**src/rtl/mac_dot_acc_if.sv**
```systemverilog
// Beat and result bundle between operand fetch, the dot-product MAC and requantisation.
// The master drives beats in; the slave (the MAC) returns finished vector results.
interface mac_dot_acc_if #(
  parameter int LANES = 8,
  parameter int IN_W  = 8,
  parameter int ACC_W = 32
);
  logic                  i_valid;
  logic                  i_first;
  logic                  i_last;
  logic                  i_signed;
  logic [LANES*IN_W-1:0] i_a;
  logic [LANES*IN_W-1:0] i_b;
  logic                  o_valid;
  logic [ACC_W-1:0]      o_res;
  logic                  o_ovf;

  modport master (
    output i_valid, i_first, i_last, i_signed, i_a, i_b,
    input  o_valid, o_res, o_ovf
  );

  modport slave (
    input  i_valid, i_first, i_last, i_signed, i_a, i_b,
    output o_valid, o_res, o_ovf
  );
endinterface

```
**src/rtl/mac_dot_acc.sv**
```systemverilog
// LANES-wide dot-product MAC with per-beat signed/unsigned mode and a multi-beat
// accumulator; input register, multiply stage, LOG adder levels, accumulate stage.
module mac_dot_acc #(
  parameter int LANES = 8,
  parameter int IN_W  = 8,
  parameter int ACC_W = 32
) (
  input  logic         i_clk,
  input  logic         i_rst,
  mac_dot_acc_if.slave bus
);
  localparam int LOG = $clog2(LANES);
  localparam int P_W = 2*IN_W + 1;
  localparam int S_W = P_W + LOG;

  if ((LANES < 2) || (LANES != (1 << LOG))) begin : g_bad_lanes
    $error("mac_dot_acc: LANES must be a power of 2 and at least 2");
  end
  if (ACC_W < S_W) begin : g_bad_acc_w
    $error("mac_dot_acc: ACC_W must be at least 2*IN_W+1+log2(LANES)");
  end

  // Operands are widened straight to the product width; the true product always fits.
  function automatic logic signed [P_W-1:0] lane_mul(input logic [IN_W-1:0] a,
                                                     input logic [IN_W-1:0] b,
                                                     input logic            sgn);
    logic signed [P_W-1:0] ea;
    logic signed [P_W-1:0] eb;
    ea = {{(IN_W+1){sgn & a[IN_W-1]}}, a};
    eb = {{(IN_W+1){sgn & b[IN_W-1]}}, b};
    return ea * eb;
  endfunction

  logic                  in_vld, in_fst, in_lst, in_sgn;
  logic [LANES*IN_W-1:0] in_a, in_b;

  always_ff @(posedge i_clk) begin
    // NOTE: only valid bits take reset; data and sideband are don't-care while valid is low.
    if (i_rst) in_vld <= 1'b0;
    else       in_vld <= bus.i_valid;
    in_fst <= bus.i_first;
    in_lst <= bus.i_last;
    in_sgn <= bus.i_signed;
    in_a   <= bus.i_a;
    in_b   <= bus.i_b;
  end

  // Level 0 holds the lane products; level lv holds LANES>>lv partial sums, one bit wider each level.
  for (genvar lv = 0; lv <= LOG; lv++) begin : g_lvl
    localparam int W = P_W + lv;
    localparam int N = LANES >> lv;
    logic signed [W-1:0] sum [N];
    logic                vld, fst, lst, sgn;

    if (lv == 0) begin : g_mul
      always_ff @(posedge i_clk) begin
        if (i_rst) vld <= 1'b0;
        else       vld <= in_vld;
        fst <= in_fst;
        lst <= in_lst;
        sgn <= in_sgn;
        for (int k = 0; k < N; k++)
          sum[k] <= lane_mul(in_a[k*IN_W +: IN_W], in_b[k*IN_W +: IN_W], in_sgn);
      end
    end else begin : g_add
      always_ff @(posedge i_clk) begin
        if (i_rst) vld <= 1'b0;
        else       vld <= g_lvl[lv-1].vld;
        fst <= g_lvl[lv-1].fst;
        lst <= g_lvl[lv-1].lst;
        sgn <= g_lvl[lv-1].sgn;
        for (int k = 0; k < N; k++)
          sum[k] <= {g_lvl[lv-1].sum[2*k][W-2],   g_lvl[lv-1].sum[2*k]}
                  + {g_lvl[lv-1].sum[2*k+1][W-2], g_lvl[lv-1].sum[2*k+1]};
      end
    end
  end

  logic signed [S_W-1:0]   top_sum;
  logic                    top_vld, top_fst, top_lst, top_sgn;
  logic signed [ACC_W-1:0] s_ext;
  logic [ACC_W:0]          acc_x, s_x, sum_x;
  logic [ACC_W-1:0]        acc, acc_nxt, res;
  logic                    ovf, ovf_nxt, res_ovf, res_vld, wrap;

  assign top_sum = g_lvl[LOG].sum[0];
  assign top_vld = g_lvl[LOG].vld;
  assign top_fst = g_lvl[LOG].fst;
  assign top_lst = g_lvl[LOG].lst;
  assign top_sgn = g_lvl[LOG].sgn;

  // The overflow test runs one bit wider than the accumulator, extended per this beat's mode.
  always_comb begin
    // NOTE: blocking assignments here; each intermediate is consumed later in this same block.
    s_ext   = ACC_W'(top_sum);
    acc_x   = {top_sgn & acc[ACC_W-1], acc};
    s_x     = {top_sgn & s_ext[ACC_W-1], s_ext};
    sum_x   = acc_x + s_x;
    wrap    = top_sgn ? (sum_x[ACC_W] ^ sum_x[ACC_W-1]) : sum_x[ACC_W];
    acc_nxt = top_fst ? s_ext : sum_x[ACC_W-1:0];
    ovf_nxt = top_fst ? 1'b0 : (ovf | wrap);
  end

  always_ff @(posedge i_clk) begin
    if (i_rst) begin
      acc     <= '0;
      ovf     <= 1'b0;
      res     <= '0;
      res_ovf <= 1'b0;
      res_vld <= 1'b0;
    end else begin
      res_vld <= top_vld & top_lst;
      if (top_vld) begin
        acc <= acc_nxt;
        ovf <= ovf_nxt;
        if (top_lst) begin
          res     <= acc_nxt;
          res_ovf <= ovf_nxt;
        end
      end
    end
  end

  assign bus.o_valid = res_vld;
  assign bus.o_res   = res;
  assign bus.o_ovf   = res_ovf;
endmodule

```
**src/flat_wrapper.sv**
```systemverilog
// flat-port wrapper written by rule: the top's interface ports become plain ports
module mac_dot_acc_flat 
#(
  parameter int LANES = 8,
  parameter int IN_W  = 8,
  parameter int ACC_W = 32
)
  (i_clk, i_rst, bus_i_valid, bus_i_first, bus_i_last, bus_i_signed, bus_i_a, bus_i_b, bus_o_valid, bus_o_res, bus_o_ovf);
  mac_dot_acc_if #(.LANES(LANES), .IN_W(IN_W), .ACC_W(ACC_W)) bus_i ();
  input  logic i_clk;
  input  logic i_rst;
  input wire logic [$bits(bus_i.i_valid)-1:0] bus_i_valid;
  input wire logic [$bits(bus_i.i_first)-1:0] bus_i_first;
  input wire logic [$bits(bus_i.i_last)-1:0] bus_i_last;
  input wire logic [$bits(bus_i.i_signed)-1:0] bus_i_signed;
  input wire logic [$bits(bus_i.i_a)-1:0] bus_i_a;
  input wire logic [$bits(bus_i.i_b)-1:0] bus_i_b;
  output wire logic [$bits(bus_i.o_valid)-1:0] bus_o_valid;
  output wire logic [$bits(bus_i.o_res)-1:0] bus_o_res;
  output wire logic [$bits(bus_i.o_ovf)-1:0] bus_o_ovf;
  assign bus_i.i_valid = bus_i_valid;
  assign bus_i.i_first = bus_i_first;
  assign bus_i.i_last = bus_i_last;
  assign bus_i.i_signed = bus_i_signed;
  assign bus_i.i_a = bus_i_a;
  assign bus_i.i_b = bus_i_b;
  assign bus_o_valid = bus_i.o_valid;
  assign bus_o_res = bus_i.o_res;
  assign bus_o_ovf = bus_i.o_ovf;
  mac_dot_acc #(.LANES(LANES), .IN_W(IN_W), .ACC_W(ACC_W)) u_core (.i_clk(i_clk), .i_rst(i_rst), .bus(bus_i));
endmodule
```
**config.mk**
```make
export PLATFORM = sky130hd
export DESIGN_NAME = mac_dot_acc_flat
export DESIGN_NICKNAME = d
export VERILOG_FILES = /design/src/rtl/mac_dot_acc_if.sv /design/src/rtl/mac_dot_acc.sv /design/src/flat_wrapper.sv
export SDC_FILE = /design/constraint.sdc
export NUM_CORES = 2
export LEC_CHECK = 0
export BUFFER_PORTS_ARGS = -buffer_cell sky130_fd_sc_hd__buf_2
export CAP_MARGIN = 30
export CORE_MARGIN = 1.5
export CORE_UTILIZATION = 25
export DETAILED_ROUTE_END_ITERATION = 16
export PLACE_DENSITY = 0.49
export SETUP_SLACK_MARGIN = 0.02
export SLEW_MARGIN = 20
export SYNTH_ARGS = -nofsm -noshare
export SYNTH_HDL_FRONTEND = slang
export SYNTH_SLANG_ARGS = --single-unit
```
**constraint.sdc**
```tcl
create_clock -name i_clk -period 5.5 [get_ports i_clk]
set_input_delay 1.1 -clock i_clk [delete_from_list [all_inputs] [get_ports i_clk]]
set_output_delay 1.1 -clock i_clk [all_outputs]
set_load 0.02 [all_outputs]
```
* Yosys cells after proc, flatten, opt, wreduce, memory -nomap -nowiden *
Memory sizes are Yosys's and may differ from the RTL's.
Cells that the tools add are included.

cells by class
  add/subtract/negate cells = 8
  $mul = 8
  divide/modulo/power cells = 0
  order comparisons = 0
  eq/ne operators = 0
  shifts and indexed selects = 0
  mux-type cells = 3
  bitwise logic cells = 21
  reduce and logical (&&, ||, !) cells = 1

operator list
  kind               count
  $mul A9 B9 Y17     8
  $add A17 B17 Y18   4
  $add A18 B18 Y19   2
  $add A33 B33 Y33   1
  $mux W32           1
  $add A19 B19 Y20   1
  $and A1 B1 Y1      19
  $mux W1            2
  $reduce_and A2 Y1  1
  $or A1 B1 Y1       1
  $xor A1 B1 Y1      1

word-level totals
  flip-flop bits (word level) = 215
  latch bits = 0
  RAM bits = 266
  bits in read-only memories = 0
  input port bits = 134
  output and inout bits = 34
  word-level logic and storage cells = 72
  memories kept = 4

memory list
  memory               depth  bits a word  rd ports  clocked after Yosys merged registers in  wr ports  RTL line           text
  u_core.g_lvl[0].sum  8      17           8         0                                        8         mac_dot_acc.sv:52  logic signed [W-1:0] sum [N];
  u_core.g_lvl[1].sum  4      18           4         0                                        4         mac_dot_acc.sv:52
  u_core.g_lvl[2].sum  2      19           2         0                                        2         mac_dot_acc.sv:52
  u_core.g_lvl[3].sum  1      20           1         0                                        1         mac_dot_acc.sv:52

* Longest topological paths before layout *
  word-level depth = 6
  mapped depth = 24
  depth with buffers taken out = 23

* Worst setup path before layout *
No wires, ideal clock.

  path kind = register to register
  from = register u_core.in_sgn
  to = memory u_core.g_lvl[0].sum[1][33] (netlist bit)
  setup time = 0.118 ns
  arrival time = 5.608 ns
  data required time = 5.382 ns
  setup slack = -0.226 ns
  cell stages (with the launch flop) = 23
  buffers on the path = 2
  period minus slack after synthesis = 5.726 ns
  path through = dfxtp_1 clkbuf_1 clkbuf_1 nand2_1 or2_2 fa_1 fa_1 inv_1 fa_1 fa_1 inv_1 fa_1 inv_1 ha_1 inv_1 o21ai_0 a21oi_1 o21ai_0 a21oi_1 nor2b_1 o21a_1 o41a_1 xnor2_1

RTL lines
  element                   RTL line           text
  start: declaration        mac_dot_acc.sv:34  logic in_vld, in_fst, in_lst, in_sgn;
  start signal: assignment  mac_dot_acc.sv:43  in_sgn <= bus.i_signed;
  end: declaration          mac_dot_acc.sv:52

==> summary by stage <==
Synth
The simple-gate area share of the yosys netlist is approximately 14%. Synthesis inferred between 400 and 500 register bits. Yosys attributes the largest share of cell area to sky130_fd_sc_hd__fa_1, sky130_fd_sc_hd__dfxtp_1, sky130_fd_sc_hd__ha_1, sky130_fd_sc_hd__inv_1, sky130_fd_sc_hd__xnor2_1. The dominant synthesized flop cell is sky130_fd_sc_hd__dfxtp_1. The number of nets in the synthesized netlist is between 5k and 6k.

The fraction of registers with async set or reset after synthesis is 0%. Of the post-synthesis cell area, the part taken by muxes is 0.2491%. The synthesized netlist occupies a cell area of about 41000 um2. The share of the Yosys chip area taken by registers is 23.67%. The average size of a mapped cell is between 9 and 10 um2. Summing the areas of all xor and xnor instances in the mapped netlist gives approximately 5.3% of the synthesized area. Yosys mapped a number of flops with a built-in enable equal to 0. The number of standard cells after synthesis is between 4k and 5k. The top cell type by area accounts for 26.77% of the synthesized area. During synthesis, Yosys emitted a total of 0 warnings. The synthesized design spends more area on one cell type than any other, namely sky130_fd_sc_hd__fa_1.

By area, the combinational part of the netlist is dominated by adder cells. Summing the areas of all fa, ha and maj instances in the mapped netlist gives around two fifths of the synthesized area. The number of different library cells used by synthesis comes to 78.

The synthesized netlist devotes around 8.6% of its cell area to compound gates.

CTS
In this run the clock root is driven by a sky130_fd_sc_hd__clkbuf_16. The number of clock sinks seen by CTS is 481. The clock transition at the registers of the reported paths is 0.06 ns. The clock tree synthesis step divided the H-tree into 3 levels. The CTS tree is yes.

The hold-fix buffer count after cts is 0. The longest clock path from root to sink contains 3 buffers. The later pin in the worst-skew pair is clocked with a latency of around 0.64 ns.

The number of buffers created by CTS is 67.

Timing
The minimum hold slack is 0.3257 ns. The final-report max-slew violation count is 0. The achievable clock frequency is about 190 MHz. The minimum clock period after layout is between 5 and 6 ns. The total count of hold-check failures in the final report was 0.

Dividing the final minimum period by the clock period gives 95.88%. Setup violations remaining at the end of the flow were counted as 0. For the pin with the worst max-slew slack, the measured transition is 0.8280 ns. Setup repair after global routing could not meet its margin everywhere.

Headroom to the max-slew limit came out at between 40% and 50%. On the final layout, the worst clock skew is between 0.02 and 0.025 ns. In the final timing run, aggregate negative setup slack is 0 ns.

Critical path
The worst setup path is of the flip-flop to flip-flop kind. Along the worst path, the maximum fanout reaches 6. The critical-path cell with the highest stage delay is sky130_fd_sc_hd__fa_1. Data on the critical path arrives at its endpoint at slightly below 6 ns. STA classifies the critical path startpoint as a flip-flop. The kind of capture point of the worst setup path is a flip-flop.

The delay contributed by the slowest stage of the critical path is about 0.51 ns. By instance count, the cell type seen most on the critical path is sky130_fd_sc_hd__fa_1. Data on the critical path is required at its endpoint by 6.01 ns. The critical path goes through buf_12 -> clkbuf_16 -> nand2_1 -> or2_2 -> fa_1 -> fa_1 -> inv_1 -> fa_1 -> fa_1 -> inv_1 -> fa_1 -> inv_1 -> ha_4 -> inv_1 -> o21ai_0 -> a21oi_1 -> o21ai_1 -> a21oi_2 -> nor2b_1 -> o21a_1 -> o41a_1 -> xnor2_1.

Floorplanning
The floorplan step defined a core boundary enclosing 161100 um2. The starting utilization of the core area is around a quarter. The chip width is 406.4 um. The overall die area is 165200 um2. The count of pins on the block boundary is roughly 170. The floorplan has about 150 rows. The die height is between 400 and 500 um.

Global routing
Summed over all layers, the global routing overflow is 0. The first global-routing pass estimated between 150000 and 200000 um of wire. The initial antenna violation count is 15.

The total global-route track usage is between 10% and 20%. Entering global routing, the biggest net connects between 60 and 70 pins. The number of global-route vias before repair is 29.35k.

Pwr
The static leakage is between 20 and 25 nW. The internal portion of the total power is between 10 and 15 mW. The peak supply drop is around 0.00025 V. The design draws around 25 mW.

The part of the total power dissipated in combinational logic is 59.4%. The sequential group share of total power is a little over a fifth. In this run switching power makes up 41.50% of total power. The power per cell area is 519.3 nW/um2. For this design the total switching power over the nets is about 10 mW. The part of the total power dissipated in the clock network is 18.8%.

Routing
Once detail routing completed, the nets flagged for antenna violations numbered 0. For this run, the detailed router's first-pass iteration total came to 5. The average detailed-routed wire length per instance is between 10 and 15 um. The detailed router placed 27.92k vias in this run.

The first routing iteration left 1116 violations. In the routed design, unresolved DRC markers number 0. The ratio of routed vias to standard cells is 4.142.

The routed design has 94170 um of wire.

Worst hold path
The min-delay analysis places its worst path in the category flip-flop to flip-flop.

Final layout
Relative to the synthesized area, the layout overhead comes to 16.35%. The sequential cell area is 9637 um2. After the last flow step, the layout net total stands at 5636.

After the flow finishes, the layout carries non-filler instances totaling 6740. The number of filler instances in the final layout is about 17k. The share of cells above drive strength 1 is a little over a tenth. The multi-input logic area is approximately 28000 um2.

Placement
At the end of routability-driven placement, the weighted congestion stood at between 0.8 and 0.9. The number of placed instances, taps included, is 6598. The wire-length estimate of the detail-placed layout is around 76000 um. In this run the tool buffered the top-level ports with about 170 buffer cells.

Run
The number of maximum-capacitance violations is 0.

Status
The run finished with clean final reports.
logic make-up after synthesis:
| kind of cell | count (synthesis) |
|---|---|
| adder cells (fa/ha/maj) | 979 |
| buffers and inverters | 854 |
| AO/OA/AOI/OAI | 521 |
| XOR/XNOR | 244 |
| flip-flops | 481 |
| multiplexers | 10 |
| AND/OR/NAND/NOR | 1196 |
final cells by class:
| cell class | count | area share [%] |
|---|---|---|
| clock inverters | 31 | 0.9488 |
| clock buffers | 89 | 4.081 |
| inverters | 733 | 5.812 |
| diodes | 6 | 0.03172 |
| repair buffers | 290 | 3.906 |
| multi-input cells | 2950 | 59.16 |
| flip-flops and latches | 481 | 20.36 |
| well taps | 2160 | 5.709 |
power by group through the flow:
stage | Sequential, mW | Combinational (mW) | Clock (mW)
floorplan | 5.08 | 11.2 | 0
global placement | 5.46 | 14.4 | 0
detailed placement | 5.45 | 14.4 | 0
CTS | 5.40 | 14.6 | 4.83
global route | 5.47 | 16.9 | 4.95
finish | 5.36 | 14.6 | 4.62
per-stage QoR:
| step | instance area [um2] | util [%] | worst slack, ns |
|---|---|---|---|
| floorplan | 40700 | - | 0.02573 |
| finish | 47340 | 29.38 | 0.2266 |
| global placement | 44600 | 27.68 | 0.06974 |
| detailed placement | 44600 | 27.68 | 0.04344 |
| global route | 47330 | 29.38 | 0.01230 |
| CTS | 46980 | 29.16 | 0.05631 |
flip-flops by register name (all words and copies together), names as in the netlist:
register,count
u_core.in_fst,1
u_core.g_lvl.sum,266
u_core.bus.o_res,32
u_core.ovf,1
u_core.in_b,64
u_core.g_lvl.sgn,4
u_core.g_lvl.vld,4
u_core.in_vld,1
u_core.g_lvl.lst,4
u_core.bus.o_ovf,1
u_core.in_a,64
u_core.in_lst,1
u_core.acc,32
u_core.g_lvl.fst,4
u_core.in_sgn,1
u_core.bus.o_valid,1
critical path, delay by kind of cell, from the launching register on:
kind,cells,cell delay (ns)
AOI/OAI and AO/OA,6,1.00
xor gates and xnor gates,1,0.13
adders and majority gates,6,2.63
buffers and inverters,6,0.53
DFF,1,0.41
and+or+nand+nor,3,0.42
layout by cell type, fill, tap and decap left out, drive strengths merged, types with 7 or more instances in the layout:
cell	count
and3	22
fa	544
nor3	52
clkbuf	92
a21oi	118
mux2i	9
or2	18
clkinv	10
o21ai	135
nand3	37
buf	287
o211a	7
o211ai	13
nor2	283
o41ai	7
xor2	33
o21bai	15
a31oi	14
clkinvlp	7
o41a	10
o21a	28
a21o	42
dfxtp	481
ha	435
inv	738
a21boi	31
or3	17
xnor2	211
a211oi	55
nand2b	25
nand2	376
nor2b	51
and2	284
bufinv	9
synth_stat cells (all sizes together) (3+ instances only):
cell,count
a2111oi,6
a211oi,55
a21boi,31
a21o,42
a21oi,118
a311oi,4
a31oi,14
and2,284
and3,22
buf,8
clkbuf,113
dfxtp,481
fa,544
ha,435
inv,733
mux2i,9
nand2,376
nand2b,25
nand3,37
nand3b,5
nand4,5
nand4b,4
nor2,283
nor2b,51
nor3,52
nor3b,6
nor4,3
o211a,7
o211ai,13
o21a,28
o21ai,135
o21bai,15
o22ai,5
o311ai,4
o31ai,6
o41a,10
o41ai,7
or2,18
or3,17
xnor2,211
xor2,33
layer usage:
metal  up-vias  global-route usage, %  routed length, um  part of all wire, %
met2       345                  18.73              43140                   46
met5         -                      0                 67                0.071
met1     13460                  15.82              44980                   48
li1      13990                      -                  -                    -
met4        12                  3.319               2162                  2.3
met3       114                  2.032               3830                  4.1
repair_timing:
item / 4_1_cts / 5_1_grt
pin swaps: 0 / 30
setup buffers: 0 / 13
hold endpoints to repair: 0 / 0
gates cloned: 0 / 3
gates resized for setup: 1 / 56
endpoints found under the setup margin: 2 / 19
worst paths after layout:
path / start / to / slack, ns / cells past startpoint
setup / recovery: u_core.in_sgn$_DFF_P_ / u_core.g_lvl[0].sum[0][50]$_DFF_P_ / 0.23 / 22
hold / removal: u_core.g_lvl[2].sgn$_DFF_P_ / u_core.g_lvl[3].sgn$_DFF_P_ / 0.33 / 0
setup reg to reg: u_core.in_sgn$_DFF_P_ / u_core.g_lvl[0].sum[0][50]$_DFF_P_ / 0.23 / 22
hold reg to reg: u_core.g_lvl[2].sgn$_DFF_P_ / u_core.g_lvl[3].sgn$_DFF_P_ / 0.33 / 0
(Power assumes the default switching activity.)
